### src/rtl/logic_op_pipe.sv
// logic_op_pipe: two-stage pipelined bitwise logic unit on valid/ready streams.
// Each packet selects AND, OR, XOR or NAND from its first beat. A packet
// either emits one result per beat, or (accumulate mode) folds all beats into
// one result that is emitted on the beat with in_last set.
//
// Ports:
//   clk        clock, all state changes on the rising edge
//   rst_n      synchronous active-low reset
//   in_valid   operand beat valid            in_ready  unit accepts a beat
//   in_a/in_b  WIDTH-bit operands
//   in_op      00 AND, 01 OR, 10 XOR, 11 NAND (first beat of packet only)
//   in_acc     accumulate packet (first beat of packet only)
//   in_last    final beat of an accumulate packet
//   out_valid  result valid                  out_ready downstream accepts
//   out_data   result                        out_count beats folded (saturating)
//   out_zero   out_data == 0
module logic_op_pipe #(
  parameter int WIDTH = 8,
  parameter int CNT_W = 8
) (
  input  logic             clk,
  input  logic             rst_n,
  input  logic             in_valid,
  output logic             in_ready,
  input  logic [WIDTH-1:0] in_a,
  input  logic [WIDTH-1:0] in_b,
  input  logic [1:0]       in_op,
  input  logic             in_acc,
  input  logic             in_last,
  output logic             out_valid,
  input  logic             out_ready,
  output logic [WIDTH-1:0] out_data,
  output logic [CNT_W-1:0] out_count,
  output logic             out_zero
);

  typedef enum logic {IDLE, ACCUM} pkt_state_t;

  function automatic logic op_bit(input logic [1:0] op, input logic x, input logic y);
    case (op)
      2'b00:   op_bit = x & y;
      2'b01:   op_bit = x | y;
      2'b10:   op_bit = x ^ y;
      default: op_bit = ~(x & y);
    endcase
  endfunction

  // Packet tracking happens at the input side so that each beat enters S1
  // already tagged with its effective op, mode and first-beat flag.
  pkt_state_t state_reg, state_next;
  logic [1:0] pkt_op_reg;
  logic       beat_first;
  logic [1:0] beat_op;
  logic       beat_acc;
  logic       accept;

  logic             s1_valid_reg;
  logic [WIDTH-1:0] s1_a_reg, s1_b_reg;
  logic [1:0]       s1_op_reg;
  logic             s1_acc_reg, s1_last_reg, s1_first_reg;
  logic             s1_emit, s1_advance;

  logic [WIDTH-1:0] acc_reg;
  logic [CNT_W-1:0] count_reg;
  logic [WIDTH-1:0] r_val, fold_val, acc_next, res_data;
  logic [CNT_W-1:0] count_next, res_count;

  logic             out_valid_reg;
  logic [WIDTH-1:0] out_data_reg;
  logic [CNT_W-1:0] out_count_reg;
  logic             out_zero_reg;

  assign accept   = in_valid & in_ready;
  assign in_ready = rst_n & (!s1_valid_reg | s1_advance);

  always_ff @(posedge clk) begin
    if (!rst_n) begin
      state_reg  <= IDLE;
      pkt_op_reg <= 2'b00;
    end else begin
      state_reg <= state_next;
      if (accept && state_reg == IDLE) pkt_op_reg <= in_op;
    end
  end

  always_comb begin
    state_next = state_reg;
    beat_first = 1'b0;
    beat_op    = pkt_op_reg;
    beat_acc   = 1'b1;
    case (state_reg)
      IDLE: begin
        beat_first = 1'b1;
        beat_op    = in_op;
        beat_acc   = in_acc;
        if (accept && in_acc && !in_last) state_next = ACCUM;
      end
      ACCUM: begin
        if (accept && in_last) state_next = IDLE;
      end
      default: state_next = IDLE;
    endcase
  end

  // Stage 1 register. Accept and advance may coincide; accept wins the valid bit.
  always_ff @(posedge clk) begin
    if (!rst_n) begin
      s1_valid_reg <= 1'b0;
      s1_a_reg     <= '0;
      s1_b_reg     <= '0;
      s1_op_reg    <= 2'b00;
      s1_acc_reg   <= 1'b0;
      s1_last_reg  <= 1'b0;
      s1_first_reg <= 1'b0;
    end else if (accept) begin
      s1_valid_reg <= 1'b1;
      s1_a_reg     <= in_a;
      s1_b_reg     <= in_b;
      s1_op_reg    <= beat_op;
      s1_acc_reg   <= beat_acc;
      s1_last_reg  <= in_last;
      s1_first_reg <= beat_first;
    end else if (s1_advance) begin
      s1_valid_reg <= 1'b0;
    end
  end

  // Only beats that produce a result need a free output slot.
  assign s1_emit    = !s1_acc_reg | s1_last_reg;
  assign s1_advance = s1_valid_reg & (!s1_emit | !out_valid_reg | out_ready);

  genvar gi;
  generate
    for (gi = 0; gi < WIDTH; gi++) begin : g_bit
      assign r_val[gi]    = op_bit(s1_op_reg, s1_a_reg[gi], s1_b_reg[gi]);
      assign fold_val[gi] = op_bit(s1_op_reg, acc_reg[gi], r_val[gi]);
    end
  endgenerate

  always_comb begin
    acc_next   = s1_first_reg ? r_val : fold_val;
    count_next = count_reg;
    if (s1_first_reg)     count_next = CNT_W'(1);
    else if (!(&count_reg)) count_next = count_reg + CNT_W'(1);
    res_data  = s1_acc_reg ? acc_next   : r_val;
    res_count = s1_acc_reg ? count_next : CNT_W'(1);
  end

  always_ff @(posedge clk) begin
    if (!rst_n) begin
      acc_reg   <= '0;
      count_reg <= '0;
    end else if (s1_advance && s1_acc_reg) begin
      acc_reg   <= acc_next;
      count_reg <= count_next;
    end
  end

  // Output register: a drain and a load in the same cycle keep one result/cycle.
  always_ff @(posedge clk) begin
    if (!rst_n) begin
      out_valid_reg <= 1'b0;
      out_data_reg  <= '0;
      out_count_reg <= '0;
      out_zero_reg  <= 1'b1;
    end else if (s1_advance && s1_emit) begin
      out_valid_reg <= 1'b1;
      out_data_reg  <= res_data;
      out_count_reg <= res_count;
      out_zero_reg  <= (res_data == '0);
    end else if (out_ready) begin
      out_valid_reg <= 1'b0;
    end
  end

  assign out_valid = out_valid_reg;
  assign out_data  = out_data_reg;
  assign out_count = out_count_reg;
  assign out_zero  = out_zero_reg;

endmodule

### config.mk
export PLATFORM = sky130hd
export DESIGN_NAME = logic_op_pipe
export DESIGN_NICKNAME = d
export VERILOG_FILES = /design/src/rtl/logic_op_pipe.sv
export SDC_FILE = /design/constraint.sdc
export NUM_CORES = 1
export LEC_CHECK = 0
export BUFFER_PORTS_ARGS = -buffer_cell sky130_fd_sc_hd__buf_2
export CAP_MARGIN = 20
export CORE_MARGIN = 8
export CORE_UTILIZATION = 41
export DETAILED_ROUTE_END_ITERATION = 8
export HOLD_SLACK_MARGIN = 0.06
export PLACE_DENSITY = 0.7
export SLEW_MARGIN = 20
export SYNTH_ARGS = -nofsm -noshare
export SYNTH_HDL_FRONTEND = slang
export SYNTH_SLANG_ARGS = --single-unit
### constraint.sdc
create_clock -name clk -period 2.1 [get_ports clk]
set_input_delay 0.315 -clock clk [delete_from_list [all_inputs] [get_ports clk]]
set_output_delay 0.315 -clock clk [all_outputs]
set_load 0.1 [all_outputs]
### Word-level counts from Yosys, hierarchy flattened

Index checks and enable logic that the tools add are counted.

* output and inout port bits: 19
* input port bits: 24
* logic and storage cells: 137
* register bits after elaboration: 59

* reduce and logical (&&, ||, !) cells: 16
* equality and inequality tests: 2
* add/sub/neg operators: 1
* bitwise gates (word level): 72
* mux-type cells: 31

Operators with widths (number)
* 1-bit case mux with 3 select lines: 16
* 8-bit two-way mux: 5
* 1-bit bitwise OR: 20
* 1-bit AND: 19
* 1-bit NOT: 17
* 1-bit XOR: 16
* 8-bit by 1-bit adder with 8-bit output (second input constant): 1
* 8-bit zero test: 1
* 1-bit two-way mux: 8
* 8-bit AND reduction: 1
* 1-bit logical AND: 6
* 1-bit zero test: 5
* 2-bit nonzero test: 2
* 2-bit by 1-bit == test with 1-bit output (second input constant): 1
* 2-bit == test (second input constant): 1
* 2-bit zero test: 1
* 2-bit two-way mux: 1
* 1-bit case mux with 2 select lines: 1

### Longest topological paths before layout

* depth after elaboration: 13
* mapped depth: 13
* depth with buffers taken out: 13

### Worst setup path after synthesis

Ideal clock, no wire load.

* path type: register to output
* start point: register out_valid_reg, in the netlist out_valid
* end point: output port in_ready
* required time: 1785 ps
* slack: -469 ps
* stages on the path, launching flop included: 4
* arrival time: 2254 ps
* buffers on the path: 0
* cell sequence: dfxtp_1 > nand2b_1 > nor2_1 > nor2_1

* longest elaborated chain between the ends: 6

Ends and longest elaborated chain
* start: declaration: RTL line 68 `logic out_valid_reg;`
* start signal: assignment: RTL line 162 `out_valid_reg <= 1'b0;`
* start signal: assignment: RTL line 167 `out_valid_reg <= 1'b1;`
* start signal: assignment: RTL line 172 `out_valid_reg <= 1'b0;`
* 1-bit zero test: RTL line 130 `assign s1_advance = s1_valid_reg & (!s1_emit | !out_valid_reg | out_ready);`
* 1-bit bitwise OR (2 in series): RTL line 130
* 1-bit AND: RTL line 130
* 1-bit bitwise OR: RTL line 74 `assign in_ready = rst_n & (!s1_valid_reg | s1_advance);`
* 1-bit AND: RTL line 74
* end: declaration: RTL line 24 `output logic in_ready,`

No other way between the ends.

### Worst setup path after layout

* start point: register s1_a_reg[7]
* end point: register acc_reg[7]

* longest elaborated chain between the ends: 7
* elaborated cells between the ends (all ways): 11

Ends and longest elaborated chain
* start: declaration: RTL line 58 `logic [WIDTH-1:0] s1_a_reg, s1_b_reg;`
* start signal: assignment: RTL line 117 `s1_a_reg <= in_a;`
* 1-bit AND: RTL line 41, 44
* 1-bit NOT: RTL line 44 `default: op_bit = ~(x & y);`
* 1-bit case mux with 3 select lines *: RTL line 40 `case (op)`
* 1-bit AND: RTL line 41, 44
* 1-bit NOT: RTL line 44
* 1-bit case mux with 3 select lines: RTL line 40
* 8-bit two-way mux *: RTL line 141 `acc_next = s1_first_reg ? r_val : fold_val;`
* end signal: assignment: RTL line 154 `acc_reg <= acc_next;`
* end: declaration: RTL line 63 `logic [WIDTH-1:0] acc_reg;`

Mark *: on every way between the ends. The rest lies on a longest branch, timed or not.
A chain may end at the register's enable or synchronous reset.

==> flow_summary_export.csv <==
group,metric,value,unit
run_status,outcome,"complete, but fails checks",
run_status,violations,"setup timing",
hold_path,worstHoldPathType,"in2reg",
setup_path,worstSetupEndpointType,"flip-flop",
synth,syn-cell-area,0.00366,sq mm
synth,yosys_most_used_dff,"sky130_fd_sc_hd__dfxtp_1",
synth,async_flop_share,0,%
layout,syn2layout_area_growth,35.7,%
pwr,p_leak,0.00201,uW
setup_path,path_cells,"inv_2 > ha_2 > mux2_4 > mux2i_4 > ha_1 > mux2_4 > mux2i_4 > buf_4 > buf_6 > o211ai_1 > o21ai_1 > nor2_1",
clock_network,tritoncts_num_sinks,59,
layout,n_antenna_cell,0,
synth,yosysWarningCount,0,
setup_path,timing_worst_setup_path_type,"reg2reg",
synth,post_synth_inst_count,404,
placement,io_buffer_count,42,
floorplan,initial_standard_cell_utilization_of_the_core,42.2,%
floorplan,io_pins,43,
clock_network,insertion_delay,350,ps
route,routed_wire_length_per_instance,15.2,microns
setup_path,crit_required,2300,ps
timing,setup-violations-final,8,
timing,tightest_slew,614,ps
placement,placed_cells_incl_taps,579,
layout,mostFrequentLayoutCells,"65 x sky130_fd_sc_hd__buf_4, 47 x sky130_fd_sc_hd__nor2_1, 41 x sky130_fd_sc_hd__dfxtp_1, 41 x sky130_fd_sc_hd__buf_2, 40 x sky130_fd_sc_hd__nand2_1",
clock_network,tritoncts,"done",
timing,finalCriticalPeriod,2310,ps
setup_path,critical_path.startpoint_type,"flip-flop",
synth,ys_seq_area_share,32.3,%
timing,final_max_slew_viol_count,0,
route,detailedRoute.firstIterationViolations,150,
synth,syn_area_per_cell,9.06,sq um
synth,number_of_synthesized_flops_with_an_enable_pin,0,
timing,setup_repair_after_global_routing_missed_its_margin,"true",
placement,postPlaceCellArea,0.00426,sq mm
route,route.antenna.remaining_nets,0,
layout,count_of_placed_standard_cells_in_the_final_layout_fillers_left_out,615,
route,num_vias,3297,
route,drt_drc,0,
clock_network,clk_pin_slew_worst_paths,70,ps
floorplan,core,0.00868,sq mm
route,avgViaCountPerCell,5.36,
floorplan,die-area,0.0122,sq mm
synth,synthDominantCellAreaShare,32.3,%
global_routing,vias_in_the_first_global_route,3239,
placement,hpwlAfterDp,5990,microns
floorplan,die_h,110,microns
route,totalWireLength,9370,microns
global_routing,grt-ovfl-total,0,
setup_path,worst-path-max-fanout,3,
clock_network,num_cts_buffers,9,
timing,timing.max_slew.rel_slack,59.1,%
synth,synth_top_cell_by_area,"sky130_fd_sc_hd__dfxtp_1",
layout,final_nets,554,
timing,fin_ws,-208,ps
synth,synth_seq_cells,59,
setup_path,critical_path_arrival,2510,ps
global_routing,track_usage,14.3,%
timing,max_clock_freq,0.433,GHz
layout,finish.instance_area,0.00497,sq mm
global_routing,largest_net_degree_at_the_start_of_global_routing,55,
timing,hold_violations_final,0,
clock_network,clockBufferDepth,2,
route,first_pass_detailed_route_iteration_total,4,
timing,fin_skew,14.1,ps
global_routing,first_pass_grt_wire_length,14800,microns
setup_path,cpLargestDelayFamily,"multiplexers",
global_routing,antenna_violations_before_repair,0,
floorplan,std_cell_rows,34,
synth,synth.distinct_cells,63,
timing,timing.hold.ws,156,ps
setup_path,timing.critical_path.buf_inv,3,
floorplan,dieWidth,110,microns
pwr,powerDensity,643,mW/mm^2
layout,final_core_utilization,57.2,%
flow_run,cap_violations,0,
timing,layout_worst_path_cycle_share,110,%
clock_network,cts.root.buffer_cell,"sky130_fd_sc_hd__clkbuf_8",
layout,mostFrequentLayoutCell,"sky130_fd_sc_hd__buf_4",
setup_path,slowest_delay,350,ps
placement,routabilityCongestion,0.807,
setup_path,slowest_stage,"sky130_fd_sc_hd__dfxtp_2",
clock_network,post_cts_hold_buffer_count,0,
synth,synth_area_leaders,"sky130_fd_sc_hd__dfxtp_1 32%, sky130_fd_sc_hd__ha_1 8.9%, sky130_fd_sc_hd__nor2_1 5.2%, sky130_fd_sc_hd__mux2i_1 4.7%, sky130_fd_sc_hd__nand2_1 4.1%",
pwr,peak_supply_drop,0.428,mV
synth,mappedNetlistNets,454,
clock_network,htreeDepth,3,
layout,share_of_post_route_cells_with_drive_strength_above_1,47.5,%
## synthesized netlist by cell type (all sizes together), types with 6 or more instances
library cell	number
buf	18
o21ai	11
mux2i	21
inv	20
a21oi	16
nor2	53
nor3	8
ha	26
a22oi	8
a31oi	6
nand2	40
o31ai	17
dfxtp	59
mux2	13
a211oi	20
clkbuf	10
## metrics by stage
stage | setup WS (ps) | power [uW] | setup TNS, ps
finish | -208 | 3190 | -1030
global route | -329 | 3330 | -2250
CTS | -154 | 3110 | -810
detailed placement | -257 | 2010 | -1720
global placement | -186 | 1990 | -855
floorplan | -115 | 1780 | -271
## worst paths after layout
path / start / endpoint / slack, ps / cells after the start
hold reg to reg: out_count[3] / out_count[3] / 480 / 2
setup reg to reg: s1_a_reg[7] / acc_reg[7] / -210 / 12
setup / recovery: s1_a_reg[7] / acc_reg[7] / -210 / 12
hold / removal: in_a[3] / s1_a_reg[3] / 160 / 3
## cells by family (layout without fill, tap and decap cells)
logic type | Yosys count | count (layout) | synth area share (%)
adder cells (fa/ha/maj) | 26 | 26 | 8.89
multiplexers | 34 | 34 | 11.6
AND/OR/NAND/NOR | 132 | 132 | 17.7
buffers and inverters | 48 | 151 | 7.49
AO/OA/AOI/OAI | 101 | 101 | 21.1
XOR/XNOR | 4 | 4 | 0.958
flip-flops | 59 | 59 | 32.3
## routing by layer
layer	vias to the layer above	track usage [%]	share of wire, %
met5	-	0	0
met2	53	25.4	52
met3	10	3.08	2.6
li1	1640	-	-
met1	1594	16.1	44
met4	0	5.68	1.5
## power breakdown
part	leakage, uW	internal [uW]	switching (uW)
sequential	0.000489	1180	50.9
clock	0.0000950	564	457
combinational	0.00142	433	506
total	0.00201	2180	1010
## cell type report
cell class	instances	area (sq um)
Sequential cell	59	1210
Multi-Input combinational cell	297	2530
Clock inverter	3	40.0
Clock buffer	11	141
Timing Repair Buffer	117	840
Fill cell	759	3710
Inverter	20	75.1
Tap cell	108	135
## what timing repair did
action	in CTS	in global routing
setup endpoints to repair	15	17
buffers inserted	13	10
resized for setup	38	45
pin swaps	26	32
## worst min-delay path, cell delays in order
cell and delay (ps):
sky130_fd_sc_hd__buf_2 70, sky130_fd_sc_hd__nand2_1 40, sky130_fd_sc_hd__o31ai_1 50
Power figures use the tool's default switching activity.
